`src/rtl/step_ctrl.sv`:
```
// step_ctrl: execution-enable controller for the procesadorArm datapath.
// Turns a raw step push-button and run/step switch into a clean cpu_en
// qualifier: free-run, or an N-cycle burst per debounced press. A halt
// request from the core parks the controller until reset. cycle_count
// tracks the number of cycles the core was enabled.
//
// state   | meaning
// --------+-----------------------------------------------------------
// S_IDLE  | core stopped, waiting for run mode, a press or a halt
// S_RUN   | free-running, cpu_en held high while run_s stays high
// S_BURST | stepping, cpu_en high for 'remaining' more cycles
// S_HALT  | core requested halt; absorbing until reset
module step_ctrl #(
  parameter int DEBOUNCE_CYCLES = 4,
  parameter int BURST_W         = 8,
  parameter int CNT_W           = 32
) (
  input  logic               clk,
  input  logic               rst,
  input  logic               step_btn,
  input  logic               run_sel,
  input  logic [BURST_W-1:0] burst_len,
  input  logic               halt_req,
  output logic               cpu_en,
  output logic               step_busy,
  output logic               halted,
  output logic [CNT_W-1:0]   cycle_count
);

  localparam int DB_W = (DEBOUNCE_CYCLES > 1) ? $clog2(DEBOUNCE_CYCLES) : 1;
  localparam logic [DB_W-1:0] DB_LAST = DB_W'(DEBOUNCE_CYCLES - 1);

  typedef enum logic [1:0] {
    S_IDLE  = 2'd0,
    S_RUN   = 2'd1,
    S_BURST = 2'd2,
    S_HALT  = 2'd3
  } state_t;

  state_t             state_q, state_d;
  logic               btn_meta_q, btn_meta_d;
  logic               btn_s_q, btn_s_d;
  logic               run_meta_q, run_meta_d;
  logic               run_s_q, run_s_d;
  logic               btn_db_q, btn_db_d;
  logic               btn_db_prev_q, btn_db_prev_d;
  logic [DB_W-1:0]    db_cnt_q, db_cnt_d;
  logic [BURST_W-1:0] remaining_q, remaining_d;
  logic [CNT_W-1:0]   cycle_count_q, cycle_count_d;
  logic               press;

  // Synchronizer chains and debouncer: btn_db only follows btn_s after it
  // has differed for DEBOUNCE_CYCLES consecutive cycles.
  always_comb begin
    btn_meta_d    = step_btn;
    btn_s_d       = btn_meta_q;
    run_meta_d    = run_sel;
    run_s_d       = run_meta_q;
    btn_db_d      = btn_db_q;
    btn_db_prev_d = btn_db_q;
    db_cnt_d      = '0;
    if (btn_s_q != btn_db_q) begin
      if (db_cnt_q == DB_LAST) begin
        btn_db_d = btn_s_q;
      end else begin
        db_cnt_d = db_cnt_q + DB_W'(1);
      end
    end
  end

  assign press = btn_db_q & ~btn_db_prev_q;

  // Input conditioning registers.
  always_ff @(posedge clk or negedge rst) begin
    if (!rst) begin
      btn_meta_q    <= 1'b0;
      btn_s_q       <= 1'b0;
      run_meta_q    <= 1'b0;
      run_s_q       <= 1'b0;
      btn_db_q      <= 1'b0;
      btn_db_prev_q <= 1'b0;
      db_cnt_q      <= '0;
    end else begin
      btn_meta_q    <= btn_meta_d;
      btn_s_q       <= btn_s_d;
      run_meta_q    <= run_meta_d;
      run_s_q       <= run_s_d;
      btn_db_q      <= btn_db_d;
      btn_db_prev_q <= btn_db_prev_d;
      db_cnt_q      <= db_cnt_d;
    end
  end

  // Next-state and Moore outputs; halt_req outranks every other transition.
  always_comb begin
    state_d     = state_q;
    remaining_d = remaining_q;
    cpu_en      = 1'b0;
    step_busy   = 1'b0;
    halted      = 1'b0;
    case (state_q)
      S_IDLE: begin
        if (halt_req) begin
          state_d = S_HALT;
        end else if (run_s_q) begin
          state_d = S_RUN;
        end else if (press) begin
          state_d     = S_BURST;
          remaining_d = (burst_len == '0) ? BURST_W'(1) : burst_len;
        end
      end
      S_RUN: begin
        cpu_en = 1'b1;
        if (halt_req) begin
          state_d = S_HALT;
        end else if (!run_s_q) begin
          state_d = S_IDLE;
        end
      end
      S_BURST: begin
        cpu_en    = 1'b1;
        step_busy = 1'b1;
        if (halt_req) begin
          state_d = S_HALT;
        end else if (remaining_q == BURST_W'(1)) begin
          state_d = run_s_q ? S_RUN : S_IDLE;
        end else begin
          remaining_d = remaining_q - BURST_W'(1);
        end
      end
      S_HALT: begin
        halted = 1'b1;
      end
      default: begin
        state_d = S_IDLE;
      end
    endcase
  end

  // Retired-cycle counter: one count per enabled cycle, wrapping freely.
  always_comb begin
    cycle_count_d = cycle_count_q;
    if (cpu_en) begin
      cycle_count_d = cycle_count_q + CNT_W'(1);
    end
  end

  // FSM, burst down-counter and cycle counter registers.
  always_ff @(posedge clk or negedge rst) begin
    if (!rst) begin
      state_q       <= S_IDLE;
      remaining_q   <= '0;
      cycle_count_q <= '0;
    end else begin
      state_q       <= state_d;
      remaining_q   <= remaining_d;
      cycle_count_q <= cycle_count_d;
    end
  end

  assign cycle_count = cycle_count_q;

endmodule

```
`config.mk`:
```
export PLATFORM = sky130hd
export DESIGN_NAME = step_ctrl
export DESIGN_NICKNAME = d
export VERILOG_FILES = /design/src/rtl/step_ctrl.sv
export SDC_FILE = /design/constraint.sdc
export NUM_CORES = 1
export LEC_CHECK = 0
export CORE_MARGIN = 3
export CORE_UTILIZATION = 58
export CTS_BUF_LIST = sky130_fd_sc_hd__clkbuf_8
export DETAILED_ROUTE_END_ITERATION = 10
export PLACE_DENSITY = 0.88
export SYNTH_ARGS = -nofsm -noshare
export SYNTH_HDL_FRONTEND = slang
export SYNTH_SLANG_ARGS = --single-unit
```
`constraint.sdc`:
```
create_clock -name clk -period 3.8 [get_ports clk]
set_input_delay 0.38 -clock clk [delete_from_list [all_inputs] [get_ports clk]]
set_output_delay 0.38 -clock clk [all_outputs]
set_load 0.02 [all_outputs]
```
After elaboration in Yosys (flattened, before gate mapping) --
Cells that the tools add are included.
Word-level totals: flip-flop bits (word level) 50, bits in latches 0, RAM bits 0, bits in read-only memories 0, output and inout port bits 35, memories 0
Cells by class: $add $sub $neg 3, multiply operators 0, div/mod/pow operators 0, order comparisons 0, eq/ne operators 14, shift operators 0, mux-type cells 21, bitwise logic cells 2, reductions and logical operators 8
Operators with widths (count):
- $mux 8 | 6
- $add 32x1->32 const B | 1
- $mux 2 | 9
- $pmux 8 s2 | 1
- $ne 2x2->1 const B | 5
- $eq 8x1->1 const B | 1
- $logic_not 8->1 | 1
- $sub 8x1->8 const B | 1
- $eq 2x2->1 const B | 3
- $ne 3x3->1 const B | 2
- $pmux 2 s3 | 1
- $reduce_and 6->1 | 1
- $mux 1 | 4
- $ne 4x4->1 const B | 1
- $reduce_and 4->1 | 1
- $reduce_bool 3->1 | 1
- $add 2x1->2 const B | 1
- $eq 2x1->1 const B | 1
- $logic_not 2->1 | 1
- $reduce_and 2->1 | 1
- $reduce_bool 2->1 | 1
- $reduce_or 2->1 | 1
- $and 1x1->1 | 1
- $ne 1x1->1 | 1
- $not 1->1 | 1

Logic depth before layout (Yosys ltp) --
Gate-level depths: netlist of the first run.
depth in word-level cells 6, gate-level depth with buffers 7, gate-level depth less buffers 6

Worst setup path before layout of the first run --
OpenSTA, ideal clock, no wires.
kind reg-to-reg, start point register state_q[0], end point register cycle_count_q[19], in the netlist cycle_count[19], library setup time 0.131 ns, arrival time 1.915 ns, slack 1.754 ns, stages on the path, launching flop included 8, path buffers 1, clock period less this slack 2.046 ns, cell sequence dfrtp_1 inv_1 ha_1 clkbuf_1 nand4_1 nor3_1 nand4_1 xnor2_1
On the way: word-level cells in the longest chain between the ends 3, elaborated cells between the ends (all ways) 4, classes of those cells eq/ne (2); mux (1); reduce/logical (1)
Ends and longest elaborated chain:
- start, declared | RTL line 40 | state_t state_q, state_d;
- start signal, assigned | RTL line 155 | state_q <= state_d;
- $eq 2x2->1 or $eq 2x1->1 (tied branches) | RTL line 101 | case (state_q)
- $reduce_or 2->1 (no source line) (*)
- $mux 1 (*) | RTL line 101
- net cpu_en | RTL line 24 | output logic cpu_en,
- end signal, assigned | RTL line 157 | cycle_count_q <= cycle_count_d;
- end, declared | RTL line 49 | logic [CNT_W-1:0] cycle_count_q, cycle_count_d;
The timed path passes the listed nets; every way through them passes the cells marked *. A chain may end at the register's enable or synchronous reset.

Worst setup path in the final report of the first run --
start point register state_q[0], end point output port step_busy
On the way: word-level cells in the longest chain between the ends 2
Ends and longest elaborated chain:
- $eq 2x2->1 | RTL line 101
- $mux 1 | RTL line 101
- end, declared | RTL line 25 | output logic step_busy,
Every way passes these cells.

==> results of run 1 <==
[registers in the layout (all words and copies together) (netlist names)]
name,count
btn_meta_q,1
db_cnt_q,2
cycle_count,32
btn_db_prev_q,1
run_s_q,1
run_meta_q,1
remaining_q,8
btn_s_q,1
btn_db_prev_d,1
state_q,2
[cells by family after synthesis]
kind of cell    share of synthesized area, %
xor+xnor                                11.1
flops                                   49.3
mux                                     2.52
buf+inv                                 2.71
compound gates                          6.91
fa+ha+maj                               3.95
simple gates                            23.5
[worst max-delay path by stage]
stage	from	end
floorplan	state_q[0]$_DFFE_PN0P_	cycle_count[19]$_DFFE_PN0N_
global placement	remaining_q[1]$_DFFE_PN0P_	remaining_q[0]$_DFFE_PN0P_
detailed placement	remaining_q[1]$_DFFE_PN0P_	remaining_q[0]$_DFFE_PN0P_
CTS	state_q[0]$_DFFE_PN0P_	step_busy
global route	state_q[0]$_DFFE_PN0P_	step_busy
finish	state_q[0]$_DFFE_PN0P_	step_busy
[layout make-up]
type                            instances  area share, %
Sequential cell                        50           39.8
Multi-Input combinational cell        168           38.7
Timing Repair Buffer                   47           14.8
Clock buffer                            5           2.19
Tap cell                               50           1.99
Inverter                               11           1.31
Clock inverter                          3           1.19
[report_power, final]
group	switching, mW	internal [mW]
clock network	0.172	0.192
registers	0.147	0.644
logic	0.404	0.354
[critical path, stage by stage, from the launching register on]
cell and delay (ns):
dfrtp_1 0.41, inv_1 0.11, ha_1 0.51, clkdlybuf4s50_1 0.71
[stage by stage]
stage	hold WS (ns)	std cells
2_1_floorplan	0.0844	234
3_3_place_gp	0.332	326
3_5_place_dp	0.336	326
4_1_cts	0.307	334
5_1_grt	0.355	334
6_report	0.260	334
[placed cells by master (no fill, tap or decap), types with 6 or more instances in the layout]
cell type	netlist	routed
dfrtp_1	50	50
clkdlybuf4s50_1	0	46
nand2_1	17	17
inv_1	11	13
ha_1	8	8
nand3_1	17	17
xnor2_1	15	15
nor4_1	6	6
nand4_1	9	9
nor2_1	9	9
nor3_1	10	10
xor2_1	17	17
[layer usage]
metal / global-route usage [%] / wire [um]
met1: 29.9 / 2470
met4: 8.35 / 95
met2: 32.1 / 2240
met3: 5.68 / 356
met5: 0 / 0
==> metrics.cfg, run 1 <==
[status]
status = finished clean

[placed_design]
dp_hpwl_mm = 3.70
io_buffers = 47
place_congestion = 0.892
dpl_cell_area_um2 = 3040
pre_cts_slack_ns = 1.62

[synthesis]
synth_edf_count = 0
synthFlopType = dfrtp_1
synth_seq_cells = 50
ys_top_cells_by_count = 50 x dfrtp_1, 17 x nand2_1, 17 x nand3_1, 17 x xor2_1, 15 x xnor2_1
syn_area_per_cell_um2 = 10.8
ys_seq_area_share_pct = 49.3
synth_area_leaders = dfrtp_1 49%, xor2_1 5.9%, xnor2_1 5.2%, ha_1 3.9%, nand3_1 3.4%
yosysTopAreaCell = dfrtp_1
ys_warn_count = 0
yosysMostFrequentCell = dfrtp_1
yosys.area.top_type_share_pct = 49.3
synth_cell_types = 47
synthCells = 234
syn_area_um2 = 2540
async_flop_share_pct = 100
synth_nets = 255

[clock_tree]
clkTransAtPathRegs_ns = 0.09
cts_hold_buf = 0
ctsResizeCount = 0
cts_buffer_depth = 2
htreeDepth = 2
clkSinkCount = 50
clock_latency_ns = 0.30
postCtsSetupRepairBufs = 0
cts.root.buffer_cell = clkbuf_8
cts_buffers = 5
tritoncts = built

[grt]
antenna_found_initial = 0
grt_max_degree = 51
grt_overflow = 0
grt_pass1_vias = 1936
grt_usage_pct = 21.4
grt_pass1_wl_mm = 8.81

[cells_and_area]
layout-drive-gt1-share_pct = 6.69
area_growth_pct = 23.9
final-seq-area_um2 = 1250
multiInputGateArea_um2 = 1220
layout.nets = 304
final_util_pct = 76.4
fill_cells = 289
antennaDiodeCount = 0
design_area_um2 = 3140

[critical_path]
r2r_cells = 6
critPathMaxFanout = 16
end_kind = primary output
crit_arrival_ns = 2.03
cp_data_required_time_ns = 3.42
reg2reg_to = remaining_q[0]$_DFFE_PN0P_
crit_type = reg2out
r2r-start = remaining_q[1]$_DFFE_PN0P_
startpoint_type = flip-flop
reg2reg_slack_ns = 1.59

[sta]
tns_ns = 0
clock_skew_ns = 0.00451
hold_violations = 0
fin_ws_ns = 1.39
max-slew-margin-rel_pct = 29.6
slew_violations = 0
fin_crit_ns = 2.41
rsz0062_at_grt = no
final-setup-viol-count = 0
max_freq_mhz = 415
worst_slew_pin_slew_ns = 1.06
period_share_pct = 63.5

[floorplanning]
fp.dieW_um = 72.1
dieArea_um2 = 5200
core_area_um2 = 4120
num_io_pins = 48
start_util_pct = 61.6
row_count = 23
dieHeight_um = 72.1

[power_and_ir_drop]
power_density_nw_per_um2 = 609
power.static_leakage_nw = 1.39
fin_total_pwr_mw = 1.91
peakVddDrop_mv = 0.482

[detailed_routing]
drt_first_pass_iters = 4
wl_per_cell_um = 15.5
via_per_inst = 5.92
wl_mm = 5.16
final_antenna_net_count = 0
vias = 1977
drtIter0Drc = 160
drcViolationCount = 0

[min_path]
hold_path_class = in2async

[job]
drv_cap = 0

Power figures use the tool's default switching activity.
==> inputs of run 2 (changes only) <==
- CORE_UTILIZATION: 58 -> 49
- PLACE_DENSITY: 0.88 -> 0.79
- clock period: 3.8 -> 2.09 ns (I/O delays scaled with it)
==> run 2 against run 1 <==
  * Clock skew grew 0.0026 ns
  * Combinational power grew 100%
  * Die area grew 17%
  * Routed wire length grew 1.2%
  * Via count is essentially flat
  * Sequential share of layout area shrank 1.7 points
  * Sequential cell count is the same
  * Total power grew 86%
  * Critical endpoint is now remaining_q[0]$_DFFE_PN0P_
  * Highest routed layer unchanged
==> metrics.cfg, run 2 (synthesis results as in run 1) <==
[status]
status = finished clean

[detailed_routing]
via_per_inst = 5.43
wl_per_cell_um = 14.4
wl_mm = 5.23
drt_first_pass_iters = 4
drcViolationCount = 0
final_antenna_net_count = 0
vias = 1978
drtIter0Drc = 107

[sta]
clock_skew_ns = 0.00710
final-setup-viol-count = 0
tns_ns = 0
hold_violations = 0
timing.hold.ws_ns = 0.333
period_share_pct = 96.3
slew_violations = 0
fin_crit_ns = 2.01
max-slew-margin-rel_pct = 60.1
worst_slew_pin_slew_ns = 0.599
max_freq_mhz = 497
rsz0062_at_grt = no

[cells_and_area]
largest_register_ff_count = 32
mostFrequentLayoutCells = 50 x dfrtp_1, 45 x clkdlybuf4s50_1, 17 x nand2_1, 17 x nand3_1, 17 x xor2_1
area_growth_pct = 29.4
final_util_pct = 67.7
final_common_cell = dfrtp_1
antennaDiodeCount = 0
layout.nets = 317
layout-drive-gt1-share_pct = 11.4

[critical_path]
crit_arrival_ns = 2.21
crit_type = reg2reg
end_kind = flip-flop
startpoint_type = flip-flop
cp_data_required_time_ns = 2.29
critPathMaxFanout = 3

[floorplanning]
dieHeight_um = 77.9
start_util_pct = 52.3
row_count = 25
fp.dieW_um = 77.9
num_io_pins = 48
core_area_um2 = 4850
dieArea_um2 = 6080

[clock_tree]
cts.root.buffer_cell = clkbuf_8
clkSinkCount = 50
tritoncts = built
postCtsSetupRepairBufs = 0
clkTransAtPathRegs_ns = 0.09
cts_buffer_depth = 2
clock_latency_ns = 0.31
cts_buffers = 5
htreeDepth = 2

[min_path]
hold_path_class = in2reg

[job]
drv_cap = 0

[grt]
antenna_found_initial = 0
grt_usage_pct = 18.4
grt_pass1_wl_mm = 8.97
use_met3_pct = 3.94
use_met2_pct = 28.2
grtUsageMet1_pct = 25.5
grt_overflow = 0
grt_max_degree = 27
busiest_layer = met2
grt_pass1_vias = 1962

[placed_design]
place_congestion = 0.821
dp_hpwl_mm = 3.90
io_buffers = 47

[power_and_ir_drop]
power.static_leakage_nw = 1.45
fin_total_pwr_mw = 3.56
peakVddDrop_mv = 0.718
power_density_nw_per_um2 = 1080

-- run 2: changes by cell type in the layout (fill, tap and decap cells not counted) --
cell / before / now
buf_4: 0 / 11
clkinv_4: 0 / 2
inv_1: 13 / 11
buf_12: 0 / 1
bufinv_16: 1 / 0
clkbuf_8: 5 / 6
clkdlybuf4s50_1: 46 / 45
dlygate4sd3_1: 0 / 1
dlymetal6s2s_1: 0 / 1
nor2_1: 9 / 8
nor2_4: 0 / 1
-- run 2: through the flow --
stage | area, um2 | cells | setup WS, ns
after floorplan | 2540 | 234 | 0.0443
after global placement | 3160 | 355 | 0.151
after detailed placement | 3160 | 355 | 0.0307
after CTS | 3270 | 364 | 0.0208
after global routing | 3280 | 364 | 0.00339
final | 3280 | 364 | 0.0764
-- run 2: timing repair --
action	CTS	global route
setup endpoints to repair	1	4
endpoints found under the hold margin	25	0
gates cloned	0	0
resized for setup	1	2
hold buffers	1	0
-- run 2: report_power, final --
| part | internal (mW) | switching, mW | total (mW) |
|---|---|---|---|
| clock | 0.272 | 0.319 | 0.592 |
| combinational | 0.762 | 0.783 | 1.54 |
| sequential | 1.17 | 0.248 | 1.42 |
| total | 2.21 | 1.35 | 3.56 |
-- run 2: metal layers --
metal	part of all wire, %	vias up
met4	1.7	0
met1	51	947
met2	44	47
li1	-	976
met5	0	-
met3	3.8	8
-- run 2: final timing paths --
| kind | cells past startpoint | from | end | slack [ns] |
|---|---|---|---|---|
| max in group asynchronous | 3 | rst | remaining_q[1]$_DFFE_PN0P_ | 1.12 |
| worst min-delay path | 1 | run_sel | run_meta_q$_DFF_PN0_ | 0.33 |
| worst min register to register | 0 | btn_meta_q$_DFF_PN0_ | btn_s_q$_DFF_PN0_ | 0.36 |
| worst max register to register | 6 | remaining_q[1]$_DFFE_PN0P_ | remaining_q[0]$_DFFE_PN0P_ | 0.08 |
| min in group asynchronous | 2 | rst | remaining_q[6]$_DFFE_PN0P_ | 0.43 |
| worst max-delay path | 6 | remaining_q[1]$_DFFE_PN0P_ | remaining_q[0]$_DFFE_PN0P_ | 0.08 |
-- run 2: critical path, stage by stage, from the launching register on --
cell     delay (ns)
dfrtp_1        0.40
inv_1          0.08
ha_1           0.14
or4b_2         0.65
nor2_4         0.16
a21o_1         0.15
mux2_2         0.33
-- run 2: final cells by class --
type / instances / area, um2
Timing Repair Buffer: 60 / 581
Inverter: 11 / 41.3
Clock inverter: 2 / 17.5
Tap cell: 67 / 83.8
Clock buffer: 6 / 82.6
Multi-Input combinational cell: 168 / 1220
Fill cell: 376 / 1570
Sequential cell: 50 / 1250
==> inputs of run 3 (changes only) <==
- GPL_TIMING_DRIVEN: default -> 0
==> run 3 against run 2 <==
  * Worst setup slack improved by 0.018 ns
  * Global-route usage fell by 0.27 points
  * Hold slack improved by 0.015 ns
  * Clock power down 11%
  * Design area rose by 0.88%
  * Utilization is 0.59 points higher
  * Highest routed layer unchanged
  * Sequential share of layout area fell by 0.29 points
  * Largest cell class is now multi-input gates
  * Sequential power barely moved
  * Die area stayed put
  * Total power shrank 1.2%
  * Cell count shrank 0.27%
  * First-iteration DRC count up 16%
==> metrics.cfg, run 3 (synthesis results as in run 1) <==
[clock_tree]
cts_buffers = 5
cts.root.buffer_cell = clkbuf_8
tritoncts = built
htreeDepth = 2
clkTransAtPathRegs_ns = 0.08
clock_latency_ns = 0.31
cts_buffer_depth = 2
clkSinkCount = 50

[sta]
period_share_pct = 95.5
worst_slew_pin_slew_ns = 0.523
hold_violations = 0
slew_violations = 0
tns_ns = 0
fin_crit_ns = 2.00
final-setup-viol-count = 0
max_freq_mhz = 501
clock_skew_ns = 0.0157
rsz0062_at_grt = yes
max-slew-margin-rel_pct = 65.2

[power_and_ir_drop]
switchingPower_mw = 1.36
p_int_mw = 2.15
peakVddDrop_mv = 0.621
p_clk_share_pct = 15.0
p_comb_share_pct = 44.1
power.static_leakage_nw = 1.45
p_sw_share_pct = 38.7
fin_total_pwr_mw = 3.51
seq_power_share_pct = 40.9
power_density_nw_per_um2 = 1060

[detailed_routing]
drcViolationCount = 0
drt_first_pass_iters = 4
wl_per_cell_um = 15.4
vias = 2019
via_per_inst = 5.56
final_antenna_net_count = 0
drtIter0Drc = 124
wl_mm = 5.58

[critical_path]
startpoint_type = flip-flop
reg2reg_to = remaining_q[5]$_DFFE_PN0P_
critPathMaxFanout = 7
reg2reg_slack_ns = 0.14
r2r-start = state_q[0]$_DFFE_PN0P_
crit_arrival_ns = 1.79
path_cells = inv_1, ha_1, clkdlybuf4s50_1
cp_data_required_time_ns = 1.88
crit_cells = 3
path_buf_inv = 2
slowest_delay_ns = 0.65
end_kind = primary output
critPathSlowestCell = clkdlybuf4s50_1
crit_type = reg2out
crit_path_end = step_busy
r2r_cells = 7
cp_top_family = buffers and inverters
cp-startpoint = state_q[0]$_DFFE_PN0P_

[grt]
antenna_found_initial = 0
grt_pass1_wl_mm = 8.76
grt_overflow = 0
grt_usage_pct = 18.1
grt_max_degree = 29
grt_pass1_vias = 1802

[status]
status = finished clean

[job]
drv_cap = 0

[min_path]
min_path_cells = 1
hold_path_class = in2reg

[floorplanning]
dieHeight_um = 77.9
row_count = 25
num_io_pins = 48
core_area_um2 = 4850
start_util_pct = 52.3
fp.dieW_um = 77.9
dieArea_um2 = 6080

[cells_and_area]
antennaDiodeCount = 0
mostFrequentLayoutCells = 49 x dfrtp_1, 46 x clkdlybuf4s50_1, 17 x nand2_1, 17 x nand3_1, 17 x xor2_1
area_growth_pct = 30.5
final_common_cell = dfrtp_1
layout-drive-gt1-share_pct = 12.5
largest_register_ff_count = 32
layout.nets = 317

[placed_design]
io_buffers = 47
place_congestion = 0.864
dp_hpwl_mm = 3.83

-- run 3: changes by cell type in the layout (fill, tap and decap cells not counted), moves of 2 or more --
cell / change
nor4_1: -2
clkinv_4: -2
nor4_2: +2
buf_4: -4
clkbuf_1: +2
inv_1: +2
-- run 3: layout make-up --
type | instances | area (um2)
fill | 376 | 1540
multi-input combinational | 168 | 1280
sequential | 50 | 1250
timing repair buffer | 55 | 541
tap | 67 | 83.8
clock buffer | 5 | 68.8
inverter | 11 | 41.3
buffer | 5 | 31.3
clock inverter | 2 | 7.51
-- run 3: power groups by stage --
stage          Clock (mW)  Sequential [mW]  Combinational, mW
6_report            0.528             1.44               1.55
5_1_grt             0.575             1.47               1.70
4_1_cts             0.526             1.41               1.45
3_5_place_dp            0             1.43               1.41
3_3_place_gp            0             1.42               1.37
2_1_floorplan           0             1.46              0.902
-- run 3: worst min path at each step --
| stage | from | end | slack, ns |
|---|---|---|---|
| floorplan | rst | btn_db_prev_d$_DFFE_PN0P_ | -0.09 |
| global placement | run_meta_q$_DFF_PN0_ | run_s_q$_DFF_PN0_ | 0.33 |
| detailed placement | rst | remaining_q[5]$_DFFE_PN0P_ | 0.21 |
| CTS | step_btn | btn_meta_q$_DFF_PN0_ | 0.34 |
| global route | step_btn | btn_meta_q$_DFF_PN0_ | 0.33 |
| finish | step_btn | btn_meta_q$_DFF_PN0_ | 0.35 |
-- run 3: routing by layer --
| metal | vias to the layer above | share of wire (%) | wire length, um | track usage, % |
|---|---|---|---|---|
| met5 | - | 0 | 0 | 0 |
| met4 | 0 | 1.4 | 76 | 6.12 |
| met3 | 9 | 4.2 | 235 | 4.06 |
| met2 | 51 | 47 | 2630 | 26.5 |
| met1 | 981 | 47 | 2630 | 26.6 |
| li1 | 978 | - | - | - |
-- run 3: timing repair --
item	in CTS	in global routing
pin swaps	1	2
hold buffers	1	0
hold endpoints to repair	22	0
setup endpoints to repair	10	9
resized for setup	8	10
buffers inserted	2	4
-- run 3: metrics by stage --
stage               hold slack (ns)  utilization (%)  cells  area [um2]  worst slack (ns)
floorplan                   -0.0866                -    234        2540            0.0443
global placement              0.334             63.7    348        3090            -0.618
detailed placement            0.210             64.1    349        3110            -0.180
CTS                           0.339             66.8    359        3240            0.0234
global route                  0.334             68.3    363        3310          -0.00720
finish                        0.348             68.3    363        3310            0.0946
